[src/rtl/spi_m_tx.sv]
// spi_m_tx - SPI master transmitter (mode 0, MSB first) feeding pixel bytes
// from a host valid/ready stream into the memory LCD driver's SPI receiver.
//
// Build option:
//   SPI_M_TX_CTS_EN  defined   : i_spi_cts is double-flopped and gates o_tx_ready.
//                    undefined : i_spi_cts is ignored and the receiver is always
//                                treated as clear to send.
//
// Ports:
//   i_clk       system clock
//   i_reset     asynchronous active-high reset
//   i_tx_data   byte to send (sampled only in the handshake cycle)
//   i_tx_valid  i_tx_data valid
//   o_tx_ready  byte accepted this cycle when i_tx_valid && o_tx_ready
//   i_spi_cts   receiver clear-to-send, asynchronous
//   o_spi_clk   SCLK, idle low
//   o_spi_mosi  serial data, changes on SCLK falling edges
//   o_spi_cs_n  chip select, active low
//   o_tx_done   one-cycle pulse per completed byte
//   o_busy      high whenever the FSM is not idle
//
// State | meaning
// ------+-----------------------------------------------------------------
// IDLE  | CS high, SCLK low, waiting for a handshake
// SETUP | CS low, first MOSI bit set up for one half-period before SCLK rises
// SHIFT | clocking bits out; byte boundary on the falling edge after bit 0
// HOLD  | CS low, SCLK low for one half-period after the last bit
// GAP   | CS high for one half-period before a new frame may start

module spi_m_tx #(
  parameter int HALF_PERIOD = 4
) (
  input  logic       i_clk,
  input  logic       i_reset,
  input  logic [7:0] i_tx_data,
  input  logic       i_tx_valid,
  output logic       o_tx_ready,
  input  logic       i_spi_cts,
  output logic       o_spi_clk,
  output logic       o_spi_mosi,
  output logic       o_spi_cs_n,
  output logic       o_tx_done,
  output logic       o_busy
);

  localparam int PW = $clog2(HALF_PERIOD);
  localparam logic [PW-1:0] PH_LOAD = PW'(HALF_PERIOD - 1);

  typedef enum logic [2:0] {
    S_IDLE,
    S_SETUP,
    S_SHIFT,
    S_HOLD,
    S_GAP
  } state_t;

  state_t        state_q, state_d;
  logic [7:0]    shift_q, shift_d;
  logic [2:0]    bit_q, bit_d;
  logic [PW-1:0] phase_q, phase_d;
  logic          sclk_q, sclk_d;
  logic          mosi_q, mosi_d;
  logic          cs_n_q, cs_n_d;
  logic          done_q, done_d;
  logic          busy_q, busy_d;
  logic          drain_q, drain_d;

  logic          cts_s;
  logic          phase_tc;
  logic          at_boundary;
  logic          ready_int;
  logic          hs;

`ifdef SPI_M_TX_CTS_EN
  logic cts_meta_q, cts_sync_q;

  always_ff @(posedge i_clk or posedge i_reset) begin
    if (i_reset) begin
      cts_meta_q <= 1'b0;
      cts_sync_q <= 1'b0;
    end else begin
      cts_meta_q <= i_spi_cts;
      cts_sync_q <= cts_meta_q;
    end
  end

  assign cts_s = cts_sync_q;
`else
  logic unused_cts;
  assign unused_cts = i_spi_cts;
  assign cts_s      = 1'b1;
`endif

  assign phase_tc = (phase_q == '0);

  // Byte boundary: last cycle of bit 0's high half, i.e. the cycle whose
  // closing edge produces the falling SCLK edge after bit 0.
  assign at_boundary = (state_q == S_SHIFT) && sclk_q && phase_tc &&
                       (bit_q == 3'd0);

  // Reset gating keeps ready low during reset even when CTS is tied high.
  assign ready_int  = cts_s && ((state_q == S_IDLE) || at_boundary);
  assign o_tx_ready = ready_int && !i_reset;
  assign hs         = i_tx_valid && o_tx_ready;

  always_comb begin
    state_d = state_q;
    shift_d = shift_q;
    bit_d   = bit_q;
    phase_d = phase_q;
    sclk_d  = sclk_q;
    mosi_d  = mosi_q;
    cs_n_d  = cs_n_q;
    drain_d = drain_q;
    done_d  = 1'b0;

    case (state_q)
      S_IDLE: begin
        cs_n_d = 1'b1;
        sclk_d = 1'b0;
        mosi_d = 1'b0;
        if (hs) begin
          shift_d = i_tx_data;
          mosi_d  = i_tx_data[7];
          cs_n_d  = 1'b0;
          bit_d   = 3'd7;
          phase_d = PH_LOAD;
          state_d = S_SETUP;
        end
      end

      S_SETUP: begin
        if (phase_tc) begin
          sclk_d  = 1'b1;
          phase_d = PH_LOAD;
          state_d = S_SHIFT;
        end else begin
          phase_d = phase_q - PW'(1);
        end
      end

      S_SHIFT: begin
        if (!phase_tc) begin
          phase_d = phase_q - PW'(1);
        end else begin
          phase_d = PH_LOAD;
          if (sclk_q) begin
            sclk_d = 1'b0;
            if (bit_q != 3'd0) begin
              bit_d   = bit_q - 3'd1;
              shift_d = {shift_q[6:0], 1'b0};
              mosi_d  = shift_q[6];
            end else begin
              done_d = 1'b1;
              if (hs) begin
                shift_d = i_tx_data;
                mosi_d  = i_tx_data[7];
                bit_d   = 3'd7;
              end else begin
                // Finish bit 0's low half before HOLD so the frame
                // keeps its full 16 half-periods of bit time.
                drain_d = 1'b1;
              end
            end
          end else if (drain_q) begin
            drain_d = 1'b0;
            state_d = S_HOLD;
          end else begin
            sclk_d = 1'b1;
          end
        end
      end

      S_HOLD: begin
        if (phase_tc) begin
          cs_n_d  = 1'b1;
          mosi_d  = 1'b0;
          phase_d = PH_LOAD;
          state_d = S_GAP;
        end else begin
          phase_d = phase_q - PW'(1);
        end
      end

      S_GAP: begin
        if (phase_tc) begin
          state_d = S_IDLE;
        end else begin
          phase_d = phase_q - PW'(1);
        end
      end

      default: begin
        state_d = S_IDLE;
        cs_n_d  = 1'b1;
        sclk_d  = 1'b0;
        mosi_d  = 1'b0;
        drain_d = 1'b0;
      end
    endcase

    busy_d = (state_d != S_IDLE);
  end

  always_ff @(posedge i_clk or posedge i_reset) begin
    if (i_reset) begin
      state_q <= S_IDLE;
      shift_q <= 8'h00;
      bit_q   <= 3'd0;
      phase_q <= '0;
      sclk_q  <= 1'b0;
      mosi_q  <= 1'b0;
      cs_n_q  <= 1'b1;
      done_q  <= 1'b0;
      busy_q  <= 1'b0;
      drain_q <= 1'b0;
    end else begin
      state_q <= state_d;
      shift_q <= shift_d;
      bit_q   <= bit_d;
      phase_q <= phase_d;
      sclk_q  <= sclk_d;
      mosi_q  <= mosi_d;
      cs_n_q  <= cs_n_d;
      done_q  <= done_d;
      busy_q  <= busy_d;
      drain_q <= drain_d;
    end
  end

  assign o_spi_clk  = sclk_q;
  assign o_spi_mosi = mosi_q;
  assign o_spi_cs_n = cs_n_q;
  assign o_tx_done  = done_q;
  assign o_busy     = busy_q;

endmodule

[config.mk]
export PLATFORM = sky130hd
export DESIGN_NAME = spi_m_tx
export DESIGN_NICKNAME = d
export VERILOG_FILES = /design/src/rtl/spi_m_tx.sv
export SDC_FILE = /design/constraint.sdc
export NUM_CORES = 1
export LEC_CHECK = 0
export BUFFER_PORTS_ARGS = -buffer_cell sky130_fd_sc_hd__clkbuf_2
export CORE_UTILIZATION = 55
export CTS_CLUSTER_SIZE = 14
export DETAILED_ROUTE_END_ITERATION = 10
export PLACE_DENSITY_LB_ADDON = 0.3
export SLEW_MARGIN = 0
export SYNTH_ARGS = -nofsm -noshare
export SYNTH_HDL_FRONTEND = slang
export SYNTH_SLANG_ARGS = --single-unit
[constraint.sdc]
create_clock -name i_clk -period 2.5 [get_ports i_clk]
set_input_delay 0.5 -clock i_clk [delete_from_list [all_inputs] [get_ports i_clk]]
set_output_delay 0.5 -clock i_clk [all_outputs]
set_load 0.02 [all_outputs]
; ---- Word level (Yosys, flattened, before mapping)
; Index checks and enable logic that the tools add are counted.
[totals]
register_bits = 22
input_bits = 12
out_inout_bits = 6
wordCells = 99
[classes]
n_addsub = 2
eq_ne = 13
n_mux = 45
bitwise = 4
n_reduce_logical = 25
[op_table]
columns = cell, count
row1 = 3-bit 2-to-1 mux, 11
row2 = 8-bit 2-to-1 mux, 4
row3 = 1-bit 2-to-1 mux, 19
row4 = 8-bit case mux with 2 select lines, 1
row5 = 3-bit case mux with 5 select lines, 1
row6 = 2-bit inequality test (second input constant), 6
row7 = 3-bit AND reduction, 3
row8 = 3-bit nonzero test, 3
row9 = 3-bit by 2-bit == test with 1-bit output (second input constant), 2
row10 = 3-bit zero test, 2
row11 = 2-bit 2-to-1 mux, 3
row12 = 3-bit inequality test (second input constant), 2
row13 = 1-bit case mux with 3 select lines, 2
row14 = 2-bit case mux with 3 select lines, 1
row15 = 3-bit case mux with 2 select lines, 1
row16 = 3-bit OR reduction, 2
row17 = 1-bit logical AND, 5
row18 = 5-bit AND reduction, 1
row19 = 1-bit NOT, 4
row20 = 1-bit case mux with 4 select lines, 1
row21 = 4-bit AND reduction, 1
row22 = 2-bit OR reduction, 2
row23 = 4-bit OR reduction, 1
row24 = 3-bit by 1-bit == test with 1-bit output (second input constant), 1
row25 = 10 further kinds, 10

; ---- Logic depth before layout (Yosys ltp)
[depth]
depth_word = 12
depth_mapped = 9

; ---- Worst setup path after synthesis
; No wires, ideal clock.
[synth_timing]
path_type = register -> output
from = reg phase_q[0]
to = out o_tx_ready
t_arrival_ns = 1.388
t_required_ns = 2.000
path_slack_ns = 0.612
path_stages_with_launch = 9
cell_sequence = dfrtp_1 -> inv_1 -> ha_1 -> buf_4 -> and2_1 -> buf_2 -> nand2_1 -> nor3_1 -> o21a_1
[synth_between]
elab_chain_len = 5
[synth_lines]
columns = item, line_no
row1 = from (decl), 60  ; logic [PW-1:0] phase_q, phase_d;
row2 = from (signal assigned), 221  ; phase_q <= phase_d;
row3 = 2-bit zero test, 94  ; assign phase_tc = (phase_q == '0);
row4 = 1-bit logical AND (2 in series), 98  ; assign at_boundary = (state_q == S_SHIFT) && sclk_q && phase_tc &&
row5 = 1-bit logical OR, 102  ; assign ready_int = cts_s && ((state_q == S_IDLE) || at_boundary);
row6 = 1-bit logical AND, 103  ; assign o_tx_ready = ready_int && !i_reset;
row7 = to (decl), 37  ; output logic o_tx_ready,
; Every way passes these cells.

; ---- Final worst setup path
; Same ends and word-level chain as after synthesis.

==> qor.tcl <==
set qor(storage_element_area_um2) 526.8
set qor(r2r-start) {bit_q[0]$_DFFE_PP0P_}
set qor(grt_antenna_before_repair) 0
set qor(syn-mean-instance-area_um2) 9.538
set qor(worst_r2r_path_depth) 6
set qor(drive_above_1_share) 0.2302
set qor(r2r_slack_ns) 0.55
set qor(cts_setup_buffers) 0
set qor(postSynthRegisterBits) 21
set qor(clockBufferDepth) 2
set qor(grt_pass1_vias) 868
set qor(fill_cells) 167
set qor(buffer_ports.inserted) 16
set qor(ir_drop_uv) 706.8
set qor(detailroute.via_count) 958
set qor(placedCellCount) 162
set qor(path_class) {flop to primary output}
set qor(p_leak_nw) 0.5736
set qor(fin_area_um2) 1313
set qor(multi_input_area_um2) 581.8
set qor(syn-num-nets) 137
set qor(share_of_synthesized_flip_flops_with_an_asynchronous_set_or_reset) 1.000
set qor(post_drt_via_cell_ratio) 5.771
set qor(dpl_cell_area_um2) 1272
set qor(path_type_of_the_worst_min_delay_path) {input port to async pin}
set qor(clk_pin_slew_ns) 0.12
set qor(syn2layout_area_growth_pct) 12.80
set qor(final_hold_viol_count) 0
set qor(die_area_um2) 2304
set qor(design.portCount) 18
set qor(drcViolationCount) 0
set qor(nets) 155
set qor(critical_path.slowest_cell) {sky130_fd_sc_hd__dfrtp_1}
set qor(drv_cap) 0
set qor(largest_net_degree_at_the_start_of_global_routing) 22
set qor(post_drt_wl_per_cell_um) 15.07
set qor(setup_crit_end_kind) {primary output}
set qor(final.period_utilization) 0.9327
set qor(final_cells) 166
set qor(p_per_area_nw_per_um2) 1071
set qor(synthesis.area_um2) 1164
set qor(rsz0062_at_grt) {false}
set qor(die_h_um) 48.00
set qor(finalMaxSlewViolations) 0
set qor(tns_ns) 0
set qor(synth_warnings) 0
set qor(final_core_util) 0.6622
set qor(synth.lib_cells_used.distinct) 44
set qor(setup.worst_path.start_class) {flop}
set qor(tritoncts_clock_tree) {yes}
set qor(fmax_mhz) 428.9
set qor(period_minus_slack_ns) 2.332
set qor(skew_ns) 0.0009538
set qor(ys.flop_type) {sky130_fd_sc_hd__dfrtp_1}
set qor(grt.total_usage) 0.2623
set qor(max_slew_margin) 0.6415
set qor(clock_tree.root_cell) {sky130_fd_sc_hd__clkbuf_4}
set qor(die-width_um) 48.00
set qor(synthesis.instances) 122
set qor(sink_count_of_the_clock_tree) 21
set qor(layout_setup_ws_ns) 0.1683
set qor(cell_row_count) 16
set qor(cts_hold_buffers) 0
set qor(count_of_inserted_antenna_diode_cells) 0
set qor(clk_latency_ns) 0.31
set qor(synth_enable_flop_cells) 0
set qor(grt_overflow_total) 0
set qor(synth_seq_area_share) 0.4527
set qor(critPathRequiredTime_ns) 2.00
set qor(crit_start) {phase_q[0]$_DFFE_PP0P_}
set qor(dpl_worst_slack_ns) 0.3304
set qor(ant_nets) 0
set qor(path_cells) {inv_1 > ha_4 > and2_2 > nand2_1 > nor3_1 > o21a_1 > clkbuf_2}
set qor(detailedRoute.firstPassIterationCount) 4
set qor(htree_levels) 1
set qor(outcome) {completed}
set qor(critPathMaxFanout) 10
set qor(initial_core_util) 0.5871
set qor(detailedRoute.firstIterationViolations) 21
set qor(critPathMaxStageDelay_ns) 0.41
set qor(finalSetupViolCount) 0
set qor(grt_first_pass_wirelength_mm) 4.022
set qor(place_congestion) 0.8046
set qor(numCtsBuffers) 3
set qor(dp_hpwl_mm) 1.642
set qor(slew_at_the_pin_closest_to_its_max_slew_limit_ns) 0.5377
set qor(crit_arrival_ns) 1.83
set qor(drt-total-wl_mm) 2.501
set qor(core_um2) 1982
-- state kept, by name, indices dropped and copies added (netlist names) --
register	count
drain_q	1
o_spi_mosi	1
o_spi_cs_n	1
phase_q	2
shift_q	7
bit_q	3
state_q	3
o_spi_clk	1
o_tx_done	1
o_busy	1
-- Yosys cell counts (all sizes together), types with 2 or more instances --
library cell,count,share of area
a21oi,4,0.017
a311oi,2,0.015
a31oi,4,0.022
buf,6,0.027
dfrtp,20,0.43
ha,3,0.032
inv,9,0.029
nand2,4,0.013
nand2b,4,0.022
nand3,5,0.022
nand4b,2,0.020
nor2,14,0.047
nor2b,2,0.011
nor3,8,0.034
o21ai,4,0.017
o22ai,8,0.043
xnor2,2,0.015
-- cells by family (layout without fill, tap and decap cells) --
family,after synthesis,count (layout),synth area share
AOI/OAI and AO/OA,34,34,0.2247
xor gates and xnor gates,3,3,0.02258
adders and majority gates,3,3,0.03226
buffers and inverters,16,33,0.05913
DFF,21,21,0.4527
muxes,1,1,0.009677
and+or+nand+nor,44,44,0.1989
-- timing repair --
item                                    CTS  global route
gates cloned                              0             0
endpoints found under the setup margin    1             1
gates resized for setup                   1             2
hold endpoints to repair                  0             0
-- cells in the final DEF (no fill, tap or decap), types with 3 or more instances in the layout --
| master | instances |
|---|---|
| sky130_fd_sc_hd__inv_1 | 8 |
| sky130_fd_sc_hd__buf_4 | 4 |
| sky130_fd_sc_hd__a21oi_1 | 4 |
| sky130_fd_sc_hd__a31oi_1 | 4 |
| sky130_fd_sc_hd__nand3_1 | 5 |
| sky130_fd_sc_hd__clkbuf_4 | 3 |
| sky130_fd_sc_hd__nand2_1 | 4 |
| sky130_fd_sc_hd__nor3_1 | 8 |
| sky130_fd_sc_hd__nand2b_1 | 4 |
| sky130_fd_sc_hd__dfrtp_1 | 20 |
| sky130_fd_sc_hd__nor2_1 | 13 |
| sky130_fd_sc_hd__o22ai_1 | 8 |
| sky130_fd_sc_hd__clkbuf_2 | 16 |
| sky130_fd_sc_hd__o21ai_0 | 3 |
-- critical path, delay by kind of cell, from the launching register on --
kind | cells | cell delay, ns
compound gates | 1 | 0.14
fa+ha+maj | 1 | 0.21
buf+inv | 2 | 0.26
flops | 1 | 0.41
simple gates | 3 | 0.50
-- worst paths after layout --
| path | end |
|---|---|
| worst min register to register | phase_q[0]$_DFFE_PP0P_ |
| worst min-delay path | o_tx_done$_DFF_PP0_ |
| min in group i_clk | shift_q[0]$_DFFE_PP0P_ |
| worst max-delay path | o_tx_ready |
| max in group asynchronous | o_spi_cs_n$_DFFE_PP1P_ |
| worst max register to register | bit_q[2]$_DFFE_PP0P_ |
-- through the flow --
stage          hold slack, ns  total power [mW]
2_1_floorplan          0.4481             1.047
4_1_cts                0.2670             1.388
6_report               0.2546             1.405
3_5_place_dp           0.4740             1.203
5_1_grt                0.2925             1.515
3_3_place_gp           0.4638             1.174
-- final cells by class --
| class | instances | share of cell area |
|---|---|---|
| timing repair buffer | 20 | 0.08389 |
| sequential | 21 | 0.4013 |
| multi-input combinational | 85 | 0.4433 |
| tap | 27 | 0.02574 |
| inverter | 9 | 0.02574 |
| clock buffer | 4 | 0.02002 |
-- per-layer routing --
layer | track usage | up-vias | routed length (µm)
met4 | 0.1444 | 0 | 63
li1 | - | 478 | -
met1 | 0.3744 | 450 | 1161
met2 | 0.3919 | 26 | 1209
met3 | 0.02264 | 4 | 67
met5 | 0 | - | 0
-- report_power, final --
part | switching [mW] | internal, mW | leakage (nW)
Clock | 0.108 | 0.0625 | 0.0150
Combinational | 0.401 | 0.276 | 0.318
Sequential | 0.0822 | 0.475 | 0.241
No activity file was read; power rests on OpenSTA's default activity.
